==> config.mk <==
export PLATFORM = sky130hd
export DESIGN_NAME = fetch_unit
export DESIGN_NICKNAME = d
export VERILOG_FILES = /design/src/rtl/fetch_unit.sv
export SDC_FILE = /design/constraint.sdc
export NUM_CORES = 1
export LEC_CHECK = 0
export CAP_MARGIN = 20
export CORE_UTILIZATION = 25
export DETAILED_ROUTE_END_ITERATION = 6
export GPL_TIMING_DRIVEN = 1
export MAX_ROUTING_LAYER = met4
export PLACE_DENSITY = 0.56
export SETUP_SLACK_MARGIN = 0.2
export SYNTH_ARGS = -nofsm -noshare
export SYNTH_HDL_FRONTEND = slang
export SYNTH_SLANG_ARGS = --single-unit
==> constraint.sdc <==
create_clock -name Clk -period 4.9 [get_ports Clk]
set_input_delay 0.735 -clock Clk [delete_from_list [all_inputs] [get_ports Clk]]
set_output_delay 0.735 -clock Clk [all_outputs]
set_load 0.05 [all_outputs]
==> src/rtl/fetch_unit.sv <==
// Instruction-fetch stage: owns the PC, issues single-outstanding requests to
// instruction memory, buffers one returned word across a decode stall, drives
// the IF/ID register and applies branch/jump redirects with wrong-path flush.
module fetch_unit #(
    parameter logic [31:0] RESET_PC  = 32'h0000_0000,
    parameter logic [31:0] NOP_INSTR = 32'h0000_0000
) (
    input  logic        Clk,
    input  logic        Rst_n,
    output logic        IMemReq,
    output logic [31:0] IMemAddr,
    input  logic        IMemReady,
    input  logic        IMemRvalid,
    input  logic [31:0] IMemRdata,
    input  logic        Branch,
    input  logic        BranchTaken,
    input  logic [31:0] BranchTarget,
    input  logic        Jump,
    input  logic [31:0] JumpTarget,
    input  logic        Stall,
    output logic [31:0] PC,
    output logic [31:0] Instruction,
    output logic [31:0] PCPlus4,
    output logic        InstrValid,
    output logic        AlignErr
);

    typedef enum logic [1:0] {
        ST_FETCH,
        ST_WAIT,
        ST_FULL
    } state_t;

    state_t      state, state_n;
    logic [31:0] pc, pc_n;
    logic [31:0] req_pc, req_pc_n;
    logic        discard, discard_n;
    logic [31:0] buf_word, buf_word_n;
    logic [31:0] buf_pc, buf_pc_n;
    logic [31:0] if_instr, if_instr_n;
    logic [31:0] if_pcplus4, if_pcplus4_n;
    logic        if_valid, if_valid_n;
    logic        align_err, align_err_n;

    logic        redirect;
    logic [31:0] target;
    logic        deliver;
    logic [31:0] deliver_word;
    logic [31:0] deliver_pc;
    logic [31:0] deliver_next;

    // Jump has priority over a taken branch when both fire together.
    assign redirect = Jump | (Branch & BranchTaken);
    assign target   = Jump ? JumpTarget : BranchTarget;

    assign IMemReq     = (state == ST_FETCH) && Rst_n;
    assign IMemAddr    = pc;
    assign PC          = pc;
    assign Instruction = if_instr;
    assign PCPlus4     = if_pcplus4;
    assign InstrValid  = if_valid;
    assign AlignErr    = align_err;

    // Next-state, PC, buffer and IF/ID selection.
    always_comb begin
        state_n      = state;
        pc_n         = pc;
        req_pc_n     = req_pc;
        discard_n    = discard;
        buf_word_n   = buf_word;
        buf_pc_n     = buf_pc;
        if_instr_n   = if_instr;
        if_pcplus4_n = if_pcplus4;
        if_valid_n   = if_valid;
        align_err_n  = 1'b0;
        deliver      = 1'b0;
        deliver_word = '0;
        deliver_pc   = '0;

        case (state)
            ST_FETCH: begin
                if (IMemReady) begin
                    state_n   = ST_WAIT;
                    req_pc_n  = pc;
                    // A redirect in the accepting cycle makes this fetch wrong-path.
                    discard_n = redirect;
                end
            end
            ST_WAIT: begin
                if (IMemRvalid) begin
                    state_n   = ST_FETCH;
                    discard_n = 1'b0;
                    if (discard || redirect) begin
                        state_n = ST_FETCH;
                    end else if (!Stall) begin
                        deliver      = 1'b1;
                        deliver_word = IMemRdata;
                        deliver_pc   = req_pc;
                    end else begin
                        buf_word_n = IMemRdata;
                        buf_pc_n   = req_pc;
                        state_n    = ST_FULL;
                    end
                end else if (redirect) begin
                    discard_n = 1'b1;
                end
            end
            ST_FULL: begin
                if (redirect) begin
                    state_n = ST_FETCH;
                end else if (!Stall) begin
                    deliver      = 1'b1;
                    deliver_word = buf_word;
                    deliver_pc   = buf_pc;
                    state_n      = ST_FETCH;
                end
            end
            default: state_n = ST_FETCH;
        endcase

        deliver_next = deliver_pc + 32'd4;
        if (deliver) begin
            pc_n = deliver_next;
        end

        if (redirect) begin
            pc_n        = {target[31:2], 2'b00};
            align_err_n = |target[1:0];
            if_instr_n  = NOP_INSTR;
            if_valid_n  = 1'b0;
        end else if (deliver) begin
            if_instr_n   = deliver_word;
            if_pcplus4_n = deliver_next;
            if_valid_n   = 1'b1;
        end else if (!Stall) begin
            if_instr_n = NOP_INSTR;
            if_valid_n = 1'b0;
        end
    end

    // State, PC, buffer and IF/ID registers.
    always_ff @(posedge Clk or negedge Rst_n) begin
        if (!Rst_n) begin
            state      <= ST_FETCH;
            pc         <= RESET_PC;
            req_pc     <= '0;
            discard    <= 1'b0;
            buf_word   <= '0;
            buf_pc     <= '0;
            if_instr   <= NOP_INSTR;
            if_pcplus4 <= '0;
            if_valid   <= 1'b0;
            align_err  <= 1'b0;
        end else begin
            state      <= state_n;
            pc         <= pc_n;
            req_pc     <= req_pc_n;
            discard    <= discard_n;
            buf_word   <= buf_word_n;
            buf_pc     <= buf_pc_n;
            if_instr   <= if_instr_n;
            if_pcplus4 <= if_pcplus4_n;
            if_valid   <= if_valid_n;
            align_err  <= align_err_n;
        end
    end

endmodule

# == Word level (Yosys, flattened, before mapping) ==
# Index checks and enable logic that the tools add are counted.
# op_classes
mux,37
reduce_logical,11
n_bitwise,4
addsub,1
eq_ne,7
# ops
op,count
$mux W32,15
$pmux W32 S2,2
$add A32 B3 Y32 const B,1
$mux W2,6
$mux W1,11
$ne A3 B3 Y1 const B,2
$pmux W2 S3,1
$reduce_and A3 Y1,2
$ne A2 B2 Y1 const B,2
$pmux W1 S2,2
$reduce_and A2 Y1,2
$reduce_and A4 Y1,1
$reduce_bool A2 Y1,2
$ne A3 B1 Y1 const B,1
$eq A2 B1 Y1 const B,1
$eq A2 B2 Y1 const B,1
$logic_not A2 Y1,1
$not A1 Y1,2
$reduce_or A2 Y1,1
$and A1 B1 Y1,1
$logic_and A1 B1 Y1,1
$logic_or A1 B1 Y1,1
$or A1 B1 Y1,1
# word_totals
register_bits,197
word_cells,70
input_bits,104

# == Depth between registers and ports, before layout ==
# logic_depth
depth_word,9
ltp_mapped,14
depth_no_buf,11

# == Worst setup path after synthesis ==
# OpenSTA, ideal clock, no wires.
# synth_timing
path_type,in2reg
startpoint,input Jump
endpoint,register pc[22] (netlist: IMemAddr[22])
required_ns,4.773
setup_time_ns,0.127
n_path_buf,2
t_arrival_ns,3.472
setup_slack_ns,1.300
path_stages,11
cell_sequence,buf_2 a21oi_2 nand2_1 clkbuf_1 nor2_1 ha_1 nand2_1 or4_1 or3_4 or4_4 mux2_1
# synth_between
elab_chain_cells,8
# synth_lines
item,line_no,source
"start, declared",18,"input logic Jump,"
$or A1 B1 Y1,53,assign redirect = Jump | (Branch & BranchTaken);
$logic_or A1 B1 Y1,93,if (discard || redirect) begin
$mux W32,93,
$mux W32,90,if (IMemRvalid) begin
$pmux W32 S2,80,case (state)
$add A32 B3 Y32,121,deliver_next = deliver_pc + 32'd4;
$mux W32,122,if (deliver) begin
$mux W32,126,if (redirect) begin
"end signal, assigned",156,pc <= pc_n;
"end, declared",35,"logic [31:0] pc, pc_n;"
# Several ways; a longest one is shown, not always the timed one. The select of a mux whose other input is x is not followed.
# A chain may end at the register's enable or synchronous reset.

# == Worst setup path in the final report ==
# layout_timing
startpoint,input IMemRvalid
endpoint,register pc[22] (netlist: IMemAddr[22])
# layout_between
elab_chain_cells,5
# layout_lines
item,line_no,source
"start, declared",13,"input logic IMemRvalid,"
$mux W32,90,
$pmux W32 S2,80,
$add A32 B3 Y32,121,
$mux W32,122,
$mux W32,126,
# Several ways; a longest one is shown, not always the timed one. The select of a mux whose other input is x is not followed.

==> results by group <==
Status
  • Status: complete, no violations

Clocking
  • Clock tree from TritonCTS: built
  • Setup bufs post-CTS: 0
  • Post-CTS sizing: 0
  • Clk buf depth: 2
  • Clock transition at the registers of the reported paths: ~0.08 ns
  • Number of CTS-inserted buffers: 17
  • Worst skew pair latency: 0.44 ns
  • CTS H-Tree Depth: 4
  • CTS hold repair buffers: 0
  • Clock Tree Root: clkbuf_16
  • Clock sinks: 197

Routing
  • Vias per cell: a little under 5
  • TritonRoute pass-1 iters: 6
  • Via count: 7408
  • WL final: about 29000 um
  • DRT iter0 DRCs: 470
  • Routed Antenna Nets: 0
  • Drt drc: 0
  • Routed length per placed instance: just under 20 um

Job
  • Max-Cap Viols: 0

Die
  • Die Area: 0.0382 sq mm
  • Die span in y: 195 um
  • # rows: 70
  • Core area: around 0.037 sq mm
  • Initial core utilization: 0.255
  • DIE WIDTH: ~200 um
  • Ports: ~240

STA
  • Setup tns final: 0 ns
  • Final worst setup slack: around 1.1 ns
  • RSZ-0062 raised after global routing: false
  • Worst slew pin tran: 0.975 ns
  • Final setup skew: between 0.01 and 0.015 ns
  • Max transition margin: 0.350
  • Final Max Tran Viols: 0
  • Endpoints failing hold: 0
  • Finish-stage setup viols: 0
  • Final Cycle Share: 0.774
  • Clock period minus worst slack: between 3 and 4 ns
  • Fmax: 264 MHz

Layout
  • Final net count: about 1100
  • Area occupied by multi-input gates: between 0.003 and 0.004 sq mm
  • Synthesis-to-finish area growth: 34.1%
  • Layout cells sized above 1: 0.172
  • FF/Latch Area: roughly 0.0049 sq mm
  • Fillers: 3677

Global route
  • Vias in the first global route: approximately 7400
  • Initial antenna violation count: 2
  • GRT Util Overall: 0.158
  • Total congestion overflow: 0
  • First-pass GRT wire length: ~45000 um
  • Largest net degree at the start of global routing: 75

Power
  • Cell-internal power: ~3700 uW
  • Leakage: between 0.005 and 0.006 uW
  • Sw frac: 0.382
  • Clock power share: 0.217
  • Total power draw: around 6000 uW
  • Logic pwr share: 0.359
  • Max VDD drop: 0.289 mV
  • NetSw: 2300 uW
  • Cell area power density: 479 mW/mm^2
  • Part of the power in registers: 0.424

Worst setup path
  • Worst Path Required: 5.22 ns
  • Crit path launch type: primary input
  • Worst EP arrival: just over 4 ns
  • Crit. End Element: flop
  • WS Path Type: in2reg
  • Crit Path Max Fanout: 27

Placed design
  • Dpl hpwl: slightly above 20000 um
  • Setup WS pre-CTS: slightly above 0.7 ns
  • IO buf count: about 230
  • Routability Congestion: 0.877

Hold path
  • Hold WC Path Type: in2async

Synth
  • Register area share after synthesis: 0.527
  • Mapped cell area: between 0.009 and 0.01 sq mm
  • Synthesis-stage register bit count: around 200
  • Asr flop ratio synth: 1.00
  • Number of enable flip-flop cells after synthesis: 0
  • Library cells used by synthesis: slightly below 60
  • Mapped Nets: about 940
  • Post-Syn Instances: 833
  • Ys flop type: dfrtp_1
  • Avg Inst Size Synth: ~11 sq um
  • YS warnings: 0
[cells in the mapped netlist, drive strengths merged (2+ instances only)]
cell / instances / area (sq um)
dfrtp: 197 / 4930
nand2: 111 / 417
mux2: 108 / 1220
a22oi: 50 / 385
buf: 49 / 328
o21ai: 40 / 200
clkbuf: 36 / 135
nor2: 28 / 105
a222oi: 24 / 240
nand3: 24 / 120
a22o: 20 / 175
a21oi: 17 / 92.6
nand4: 12 / 75.1
mux2i: 10 / 100
a21o: 9 / 67.6
nor4: 8 / 62.6
a211oi: 6 / 57.6
and2: 6 / 37.5
nor3: 5 / 25.0
or3: 5 / 36.3
or4: 5 / 45.0
xnor2: 5 / 43.8
and3: 4 / 25.0
ha: 4 / 50.1
nand2b: 4 / 25.0
nand4b: 4 / 35.0
nor2b: 4 / 25.0
a211o: 3 / 26.3
inv: 3 / 11.3
nand3b: 3 / 22.5
o211ai: 3 / 22.5
o21a: 3 / 22.5
o31ai: 3 / 22.5
xor2: 3 / 26.3
a31o: 2 / 17.5
and3b: 2 / 17.5
or2: 2 / 12.5
[cell usage in the layout (no fill, tap or decap), types with 5 or more instances in the layout]
| master | n |
|---|---|
| nor4_1 | 6 |
| clkbuf_16 | 17 |
| a222oi_1 | 24 |
| o21ai_0 | 39 |
| mux2i_1 | 10 |
| clkdlybuf4s50_1 | 232 |
| and2_1 | 5 |
| a21oi_1 | 15 |
| nor2_1 | 26 |
| inv_6 | 5 |
| nand4_1 | 12 |
| dfrtp_1 | 197 |
| a21o_1 | 9 |
| a22oi_1 | 48 |
| nor3_1 | 5 |
| a22o_1 | 20 |
| nand2_1 | 109 |
| nand3_1 | 24 |
| a211oi_1 | 5 |
| buf_4 | 19 |
| xnor2_1 | 5 |
| mux2_2 | 106 |
[logic make-up (layout without fill, tap and decap cells)]
kind of cell,Yosys count,after routing,share of synthesized area
simple gates,232,232,0.121
flops,197,197,0.527
compound gates,185,185,0.147
mux,118,118,0.141
buf+inv,89,289,0.0511
xor+xnor,8,8,0.00749
fa+ha+maj,4,4,0.00535
other cells,0,2,0
[worst max-delay path: stages]
cell and delay (ns):
clkdlybuf4s50_1 0.66, and4bb_1 0.29, buf_4 0.34, a22oi_1 0.19
or4_1 0.63, or3_4 0.42, or4_4 0.50, mux2_1 0.33
[stage by stage]
step	util	cell area (sq um)	instances	hold WS, ns
floorplan	-	9360	833	0.439
detailed placement	0.327	12000	1469	0.458
CTS	0.342	12500	1501	0.290
global placement	0.327	12000	1469	0.454
finish	0.342	12500	1503	0.280
global route	0.342	12500	1503	0.316
[area by class of cell]
class	count	share of cell area
Sequential cell	197	0.393
Antenna cell	2	0.000399
Timing Repair Buffer	253	0.198
Multi-Input combinational cell	547	0.318
Clock buffer	19	0.0345
Tap cell	468	0.0467
Clock inverter	13	0.00788
Inverter	4	0.00120
[per-layer routing]
metal	part of all wire	track usage
met5	0	-
met4	0.013	0.0446
met3	0.041	0.0250
met2	0.49	0.251
met1	0.46	0.206
[registers in the layout, indices dropped and copies added, names as in the netlist]
name / count
buf_pc: 32
IMemAddr: 32
InstrValid: 1
PCPlus4: 32
discard: 1
req_pc: 32
state: 2
AlignErr: 1
Instruction: 32
buf_word: 32
[power groups by stage]
stage | sequential (uW) | combinational (uW) | clock, uW
2_1_floorplan | 2960 | 979 | 0
6_report | 2540 | 2160 | 1300
3_3_place_gp | 2560 | 2150 | 0
3_5_place_dp | 2570 | 2170 | 0
5_1_grt | 2620 | 2300 | 1420
4_1_cts | 2540 | 2180 | 1350
[path summary, 6_finish.rpt]
path | start | endpoint | slack, ns | cells after the start
max | IMemRvalid | IMemAddr[22]$_DFFE_PN0P_ | 1.11 | 8
min | Rst_n | Instruction[26]$_DFFE_PN0P_ | 0.28 | 1
max reg2reg | state[0]$_DFFE_PN0P_ | IMemAddr[22]$_DFFE_PN0P_ | 1.12 | 11
min reg2reg | PCPlus4[6]$_DFFE_PN0P_ | PCPlus4[6]$_DFFE_PN0P_ | 0.47 | 2
max in group asynchronous | Rst_n | PCPlus4[17]$_DFFE_PN0P_ | 3.22 | 2
min in group Clk | PCPlus4[6]$_DFFE_PN0P_ | PCPlus4[6]$_DFFE_PN0P_ | 0.47 | 2
No activity file was read; power rests on OpenSTA's default activity.
